==> config.mk <==
export PLATFORM = sky130hd
export DESIGN_NAME = fetch_sequencer
export DESIGN_NICKNAME = d
export VERILOG_FILES = /design/src/rtl/fetch_sequencer.sv
export SDC_FILE = /design/constraint.sdc
export NUM_CORES = 1
export LEC_CHECK = 0
export BUFFER_PORTS_ARGS = -buffer_cell sky130_fd_sc_hd__buf_2
export CAP_MARGIN = 5
export CORE_MARGIN = 2
export CORE_UTILIZATION = 49
export DETAILED_ROUTE_END_ITERATION = 8
export PLACE_DENSITY = 0.77
export SLEW_MARGIN = 20
export SYNTH_ARGS = -nofsm -noshare
export SYNTH_HDL_FRONTEND = slang
export SYNTH_SLANG_ARGS = --single-unit
==> constraint.sdc <==
create_clock -name CLOCK -period 2.3 [get_ports CLOCK]
set_input_delay 0.23 -clock CLOCK [delete_from_list [all_inputs] [get_ports CLOCK]]
set_output_delay 0.23 -clock CLOCK [all_outputs]
set_load 0.005 [all_outputs]
==> src/rtl/fetch_sequencer.sv <==
// Instruction-fetch sequencer.
// Steps the PC through the MAR and memory into the IR, then increments the PC.
// Every control output is decoded from the registered state only, so no input
// reaches an output without passing through a clock edge. A memory access that
// never completes is caught by a bounded wait counter, which moves the
// sequencer into FAULT. Software leaves FAULT by pulsing CLEAR.
module fetch_sequencer #(
    parameter int unsigned TIMEOUT   = 15,
    parameter int unsigned CNT_WIDTH = 16
) (
    input  logic                 CLOCK,
    input  logic                 RESET,
    input  logic                 START,
    input  logic                 HALT,
    input  logic                 CLEAR,
    input  logic                 MEM_READY,
    output logic                 PC_ENABLE,
    output logic                 PC_RW,
    output logic                 PC_COUNT,
    output logic                 MAR_ENABLE,
    output logic                 MAR_RW,
    output logic                 MEM_ENABLE,
    output logic                 MEM_RW,
    output logic                 IR_ENABLE,
    output logic                 IR_RW,
    output logic                 BUSY,
    output logic                 DONE,
    output logic                 ERROR,
    output logic [2:0]           STATE,
    output logic [CNT_WIDTH-1:0] FETCH_COUNT
);

    // The wait counter is only 4 bits wide, so the timeout must fit in it.
    if (TIMEOUT < 1 || TIMEOUT > 15) begin : g_bad_timeout
        $error("fetch_sequencer: TIMEOUT must be in 1..15");
    end

    typedef enum logic [2:0] {
        StIdle    = 3'd0,
        StPcToMar = 3'd1,
        StMemWait = 3'd2,
        StMemToIr = 3'd3,
        StPcInc   = 3'd4,
        StFault   = 3'd5
    } state_e;

    // Counter value seen on the last MEM_WAIT cycle that is still tolerated.
    localparam logic [3:0] WaitLast = 4'(TIMEOUT - 1);

    state_e               state_q, state_d;
    logic [3:0]           wait_q, wait_d;
    logic [CNT_WIDTH-1:0] count_q, count_d;

    // A new fetch may begin only when it is requested and not blocked.
    logic fetch_go;
    assign fetch_go = START & ~HALT;

    // State, wait counter and fetch counter registers.
    always_ff @(posedge CLOCK or negedge RESET) begin
        if (!RESET) begin
            state_q <= StIdle;
            wait_q  <= 4'd0;
            count_q <= '0;
        end else begin
            state_q <= state_d;
            wait_q  <= wait_d;
            count_q <= count_d;
        end
    end

    // Next-state logic. HALT is only looked at in IDLE and PC_INC, so a fetch
    // that has already started always runs to completion.
    always_comb begin
        state_d = state_q;
        unique case (state_q)
            StIdle: begin
                if (fetch_go) begin
                    state_d = StPcToMar;
                end
            end
            StPcToMar: begin
                state_d = StMemWait;
            end
            StMemWait: begin
                // Data arriving on the last tolerated cycle still wins over the timeout.
                if (MEM_READY) begin
                    state_d = StMemToIr;
                end else if (wait_q == WaitLast) begin
                    state_d = StFault;
                end
            end
            StMemToIr: begin
                state_d = StPcInc;
            end
            StPcInc: begin
                state_d = fetch_go ? StPcToMar : StIdle;
            end
            StFault: begin
                if (CLEAR) begin
                    state_d = StIdle;
                end
            end
            // The unused codes 6 and 7 recover to IDLE.
            default: begin
                state_d = StIdle;
            end
        endcase
    end

    // Wait counter: zero everywhere outside MEM_WAIT, so it is always zero on
    // entry. It saturates instead of wrapping.
    always_comb begin
        wait_d = 4'd0;
        if (state_q == StMemWait) begin
            wait_d = (wait_q == 4'hF) ? wait_q : wait_q + 4'd1;
        end
    end

    // Completed-fetch counter: counts each edge that leaves PC_INC and wraps
    // naturally at all-ones.
    always_comb begin
        count_d = count_q;
        if (state_q == StPcInc) begin
            count_d = count_q + CNT_WIDTH'(1);
        end
    end

    // Moore output decode. At most one unit is driving the bus (ENABLE with
    // RW=1) in any state.
    always_comb begin
        PC_ENABLE  = 1'b0;
        PC_RW      = 1'b0;
        PC_COUNT   = 1'b0;
        MAR_ENABLE = 1'b0;
        MAR_RW     = 1'b0;
        MEM_ENABLE = 1'b0;
        MEM_RW     = 1'b0;
        IR_ENABLE  = 1'b0;
        IR_RW      = 1'b0;
        BUSY       = 1'b0;
        DONE       = 1'b0;
        ERROR      = 1'b0;
        unique case (state_q)
            StIdle: begin
            end
            StPcToMar: begin
                // The PC drives the bus and the MAR loads from it.
                PC_ENABLE  = 1'b1;
                PC_RW      = 1'b1;
                MAR_ENABLE = 1'b1;
                MAR_RW     = 1'b0;
                BUSY       = 1'b1;
            end
            StMemWait: begin
                MEM_ENABLE = 1'b1;
                MEM_RW     = 1'b1;
                BUSY       = 1'b1;
            end
            StMemToIr: begin
                // Memory keeps driving the bus while the IR captures the data.
                MEM_ENABLE = 1'b1;
                MEM_RW     = 1'b1;
                IR_ENABLE  = 1'b1;
                IR_RW      = 1'b0;
                BUSY       = 1'b1;
            end
            StPcInc: begin
                // The PC increments internally; PC_ENABLE stays low so the bus is not driven.
                PC_RW    = 1'b1;
                PC_COUNT = 1'b1;
                BUSY     = 1'b1;
                DONE     = 1'b1;
            end
            StFault: begin
                ERROR = 1'b1;
            end
            default: begin
            end
        endcase
    end

    assign STATE       = state_q;
    assign FETCH_COUNT = count_q;

endmodule

==> results_dict.tcl, run 1 <==
set metrics [dict create \
    critPathKind "reg2out" \
    timing.critical_path.arrival_ps 1520 \
    cts_setup_buffers 0 \
    clockPowerShare_pct 16.2 \
    ys_top_cells_by_area "dfrtp_1, xnor2_1, buf_4" \
    drt_iter0_drc 7 \
    p_sw_share_pct 36.2 \
    synth_top_area_share_pct 50.3 \
    internal_power_mw 0.725 \
    hold_viol_final 0 \
    coreArea_um2 2210 \
    drive_gt1_share_pct 27.6 \
    slew_violations 0 \
    ys_seq_area_share_pct 50.3 \
    cts_inserted_buffers 3 \
    worst_slew_pin_slew_ps 507 \
    synthesis.instances 111 \
    yosysWarnings 0 \
    synth_cell_types 30 \
    grt_start_max_net_pins 24 \
    fin_util_pct 60.8 \
    die_h_um 52.3 \
    grtUsageTotal_pct 18.4 \
    switchingPower_mw 0.412 \
    seq_power_share_pct 50.0 \
    wl_um 2160 \
    grt_overflow_total 0 \
    powerDensity_nw_per_um2 846 \
    routedWlPerCell_um 12.5 \
    initial_utilization_pct 51.8 \
    die_area_um2 2740 \
    setup_violations 0 \
    rsz0062_at_grt "false" \
    gp_congestion 0.732 \
    ir_worst_vdd_mv 0.675 \
    postCtsResizedCells 0 \
    cts_tree "done" \
    h-tree-depth 1 \
    antenna_found_initial 0 \
    via_count 897 \
    min_period_ps 1750 \
    post-route-period-util_pct 76.0 \
    slew_headroom_pct 66.2 \
    diodes 0 \
    clock_sinks 23 \
    startpoint_type "flop" \
    synth_flop_cell "dfrtp_1" \
    maxCapViolCount 0 \
    synthArstFlopShare_pct 100 \
    drc_errors 0 \
    ys_ff_latch 23 \
    finClkSkew_ps 2.68 \
    layout.nets 155 \
    synthToLayoutAreaGrowth_pct 17.5 \
    portBuffers 34 \
    synthTopCellsByCount "dfrtp_1, nor2_1, xnor2_1" \
    synth_edf_count 0 \
    clk_latency_ps 310 \
    rows 17 \
    syn_area_um2 1140 \
    hpwl_um 1630 \
    cts_hold_buf 1 \
    die_w_um 52.3 \
    ios 37 \
    combPwrFrac_pct 33.7 \
    synth_top_area_cell "dfrtp_1" \
    holdCritPathClass "in2reg" \
    outcome "finished, final reports clean" \
    syn_avg_cell_area_um2 10.3 \
    synth_most_common_cell "dfrtp_1" \
    grt_pass1_vias 882 \
    grt_pass1_wl_um 3850 \
    endpoint_kind "output port" \
    finalSetupTns_ps 0 \
    root_buffer "clkbuf_4" \
    power.leakage_nw 0.716 \
    path_clk_slew_ps 120 \
    cp_max_fo 9 \
    antenna_left 0 \
    firstDrtPassIters 4 \
    avgViaCountPerCell 5.18 \
    clock_path_buffers 2 \
    fmaxAchievable_mhz 572 \
    crit_required_ps 2070 \
]
-- layout by cell type, fill, tap and decap left out, drive strengths merged --
cell type / instances
nor3b: 1
dfrtp: 23
xnor2: 12
o32ai: 1
inv: 8
and4: 3
ha: 3
and4bb: 1
a211oi: 1
mux2: 1
nor2: 12
a31oi: 2
and2: 1
and3: 2
or3b: 1
o32a: 1
xor2: 5
o22ai: 1
o21ai: 1
clkbuf: 4
nand2: 7
conb: 2
nor3: 2
dlygate4sd3: 1
nand4: 2
a41oi: 1
nand3: 8
a21oi: 1
nand2b: 2
nor2b: 1
buf: 34
-- power by group through the flow --
stage	clock (mW)	combinational, mW	sequential [mW]
2_1_floorplan	0	0.254	0.554
6_report	0.185	0.384	0.569
4_1_cts	0.188	0.390	0.569
3_5_place_dp	0	0.382	0.577
3_3_place_gp	0	0.375	0.568
5_1_grt	0.197	0.443	0.587
-- cells by family (layout without fill, tap and decap cells) --
group           after synthesis  count (layout)  share of synthesized area [%]
compound gates                9               9                           5.57
xor+xnor                     17              17                           13.0
fa+ha+maj                     3               3                           3.28
buf+inv                      14              47                           6.56
flops                        23              23                           50.3
mux                           1               1                          0.984
other cells                   1               2                          0.328
simple gates                 43              43                           20.0
-- final cells by class --
class                      instances  area [um2]
multi-input combinational         75         498
sequential                        23         576
clock buffer                       4        26.3
inverter                           8        30.0
fill                             199         867
tap                               28        35.0
timing repair buffer              35         180
-- critical path, cell delays in order (launching register included) --
cell	delay, ps
dfrtp_1	480
nor2_1	240
nand2_1	190
o21ai_0	150
buf_2	150
-- flip-flops by register name, indices dropped and copies added, names as in the netlist --
signal       cells
wait_q           4
STATE            3
FETCH_COUNT     16
-- metrics by stage --
step                      instance area, um2  total power, mW  std cells  setup WS [ps]  hold WS, ps
final                                   1350             1.14        173            553          125
after global routing                    1350             1.23        173            441          117
after CTS                               1350             1.15        173            562          122
after detailed placement                1310            0.959        168            584          231
after global placement                  1310            0.943        168            609          226
after floorplan                         1150            0.808        112            664        -65.6
-- final timing paths --
check,slack [ps],cells after the start,startpoint,to
min in group asynchronous,410,2,RESET,FETCH_COUNT[15]$_DFFE_PN0N_
setup reg to reg,570,4,STATE[2]$_DFFE_PN0P_,FETCH_COUNT[15]$_DFFE_PN0N_
max in group asynchronous,1550,2,RESET,FETCH_COUNT[5]$_DFFE_PN0N_
hold reg to reg,470,1,FETCH_COUNT[15]$_DFFE_PN0N_,FETCH_COUNT[15]$_DFFE_PN0N_
hold / removal,130,2,CLEAR,STATE[2]$_DFFE_PN0P_
setup / recovery,550,4,STATE[0]$_DFFE_PN0P_,PC_RW
-- routing by layer --
| metal | share of wire (%) | track usage (%) | vias up |
|---|---|---|---|
| met3 | 5.2 | 3.43 | 3 |
| met1 | 45 | 23.8 | 433 |
| li1 | - | - | 436 |
| met5 | 0 | 0 | - |
| met4 | 0.97 | 5.13 | 0 |
| met2 | 49 | 31.3 | 25 |
No activity file was read; power rests on OpenSTA's default activity.
==> run 2, diff against run 1 <==
Clock period 2.3 ns to 1.7 ns, I/O delays scaled along.
==> results_dict.tcl, run 2 (synthesis gave the netlist of run 1 again) <==
set metrics [dict create \
    fmaxAchievable_mhz 621 \
    diodes 0 \
    slew_violations 0 \
    hold_viol_final 0 \
    die_w_um 52.3 \
    crit_chain "buf_4 > nor2_2 > nand2_1 > o21ai_0 > buf_2" \
    drive_gt1_share_pct 30.7 \
    die_area_um2 2740 \
    min_period_ps 1610 \
    grtUsageTotal_pct 18.8 \
    wl_um 2410 \
    coreArea_um2 2210 \
    largest_register_ffs 16 \
    portBuffers 34 \
    post-route-period-util_pct 94.7 \
    drt_iter0_drc 13 \
    avgViaCountPerCell 5.20 \
    power.leakage_nw 0.742 \
    rsz0062_at_grt "false" \
    clk_latency_ps 310 \
    cpLargestDelayFamily "flip-flops" \
    path_clk_slew_ps 130 \
    ir_worst_vdd_mv 0.780 \
    placed_cells 171 \
    grt_start_max_net_pins 24 \
    firstDrtPassIters 4 \
    finalSetupTns_ps 0 \
    endpoint_kind "output port" \
    initial_utilization_pct 51.8 \
    via_count 925 \
    maxCapViolCount 0 \
    slew_headroom_pct 65.6 \
    hold_depth 2 \
    grt_overflow_total 0 \
    mostFrequentLayoutCells "buf_2, dfrtp_1, xnor2_1" \
    root_buffer "clkbuf_4" \
    finalPower_mw 1.60 \
    critical_path.slowest_cell "dfrtp_1" \
    ios 37 \
    cp.depth 5 \
    layout.nets 160 \
    cp_slowest_stage_delay_ps 400 \
    cts_tree "done" \
    cp_max_fo 6 \
    rows 17 \
    final_cells 178 \
    clock_sinks 23 \
    critPathKind "reg2out" \
    gp_congestion 0.728 \
    grt_pass1_wl_um 3840 \
    antenna_found_initial 0 \
    worst_slew_pin_slew_ps 516 \
    drc_errors 0 \
    finClkSkew_ps 8.09 \
    setup_violations 0 \
    antenna_left 0 \
    final_common_cell "buf_2" \
    reg2regPathDepth 4 \
    crit_required_ps 1530 \
    grt_pass1_vias 923 \
    h-tree-depth 1 \
    powerDensity_nw_per_um2 1160 \
    timing.critical_path.buf_inv 2 \
    timing.critical_path.arrival_ps 1440 \
    synthToLayoutAreaGrowth_pct 21.0 \
    outcome "finished, final reports clean" \
    clock_path_buffers 2 \
    die_h_um 52.3 \
    routedWlPerCell_um 13.5 \
    hpwl_um 1760 \
    cts_inserted_buffers 3 \
    startpoint_type "flop" \
    holdCritPathClass "in2reg" \
]
## run 2: cell count changes in the layout (fill, tap and decap cells not counted), sizes merged
cell  before  now
buf       34   39
## run 2: stage by stage
stage	hold WS, ps	area (um2)	util [%]	worst slack, ps
after detailed placement	173	1330	60.2	99.4
after global placement	165	1330	60.2	136
final	49.9	1390	62.6	90.7
after floorplan	-126	1150	-	63.7
after CTS	49.0	1370	61.8	16.5
after global routing	56.9	1390	62.6	0.556
## run 2: what timing repair did
item | in CTS | in global routing
setup buffers | 0 | 2
endpoints found under the hold margin | 23 | 0
resized for setup | 0 | 1
setup endpoints to repair | 0 | 4
hold buffers | 1 | 0
## run 2: where the power goes
group / switching [mW] / internal (mW) / total [mW]
clock: 0.162 / 0.0916 / 0.254
sequential: 0.0952 / 0.634 / 0.730
combinational: 0.322 / 0.299 / 0.621
## run 2: per-layer routing
| metal | track usage, % | wire [um] | share of wire, % | up-vias |
|---|---|---|---|---|
| li1 | - | - | - | 443 |
| met1 | 19.1 | 996 | 41 | 452 |
| met2 | 37.3 | 1270 | 53 | 28 |
| met3 | 3.43 | 133 | 5.5 | 2 |
| met4 | 6.41 | 12 | 0.50 | 0 |
| met5 | 0 | 0 | 0 | - |
## run 2: final timing paths
kind | start | end | slack [ps]
worst max-delay path | STATE[1]$_DFFE_PN0P_ | PC_RW | 90
max in group asynchronous | RESET | FETCH_COUNT[13]$_DFFE_PN0N_ | 1000
min in group asynchronous | RESET | FETCH_COUNT[12]$_DFFE_PN0N_ | 350
worst min register to register | FETCH_COUNT[15]$_DFFE_PN0N_ | FETCH_COUNT[15]$_DFFE_PN0N_ | 480
worst min-delay path | CLEAR | STATE[2]$_DFFE_PN0P_ | 50
worst max register to register | STATE[1]$_DFFE_PN0P_ | FETCH_COUNT[15]$_DFFE_PN0N_ | 100
## run 2: layout make-up
cell class | instances | area, um2
fillers | 203 | 827
flip-flops and latches | 23 | 576
multi-input cells | 75 | 500
repair buffers | 40 | 218
well taps | 28 | 35.0
inverters | 8 | 30.0
clock buffers | 4 | 26.3
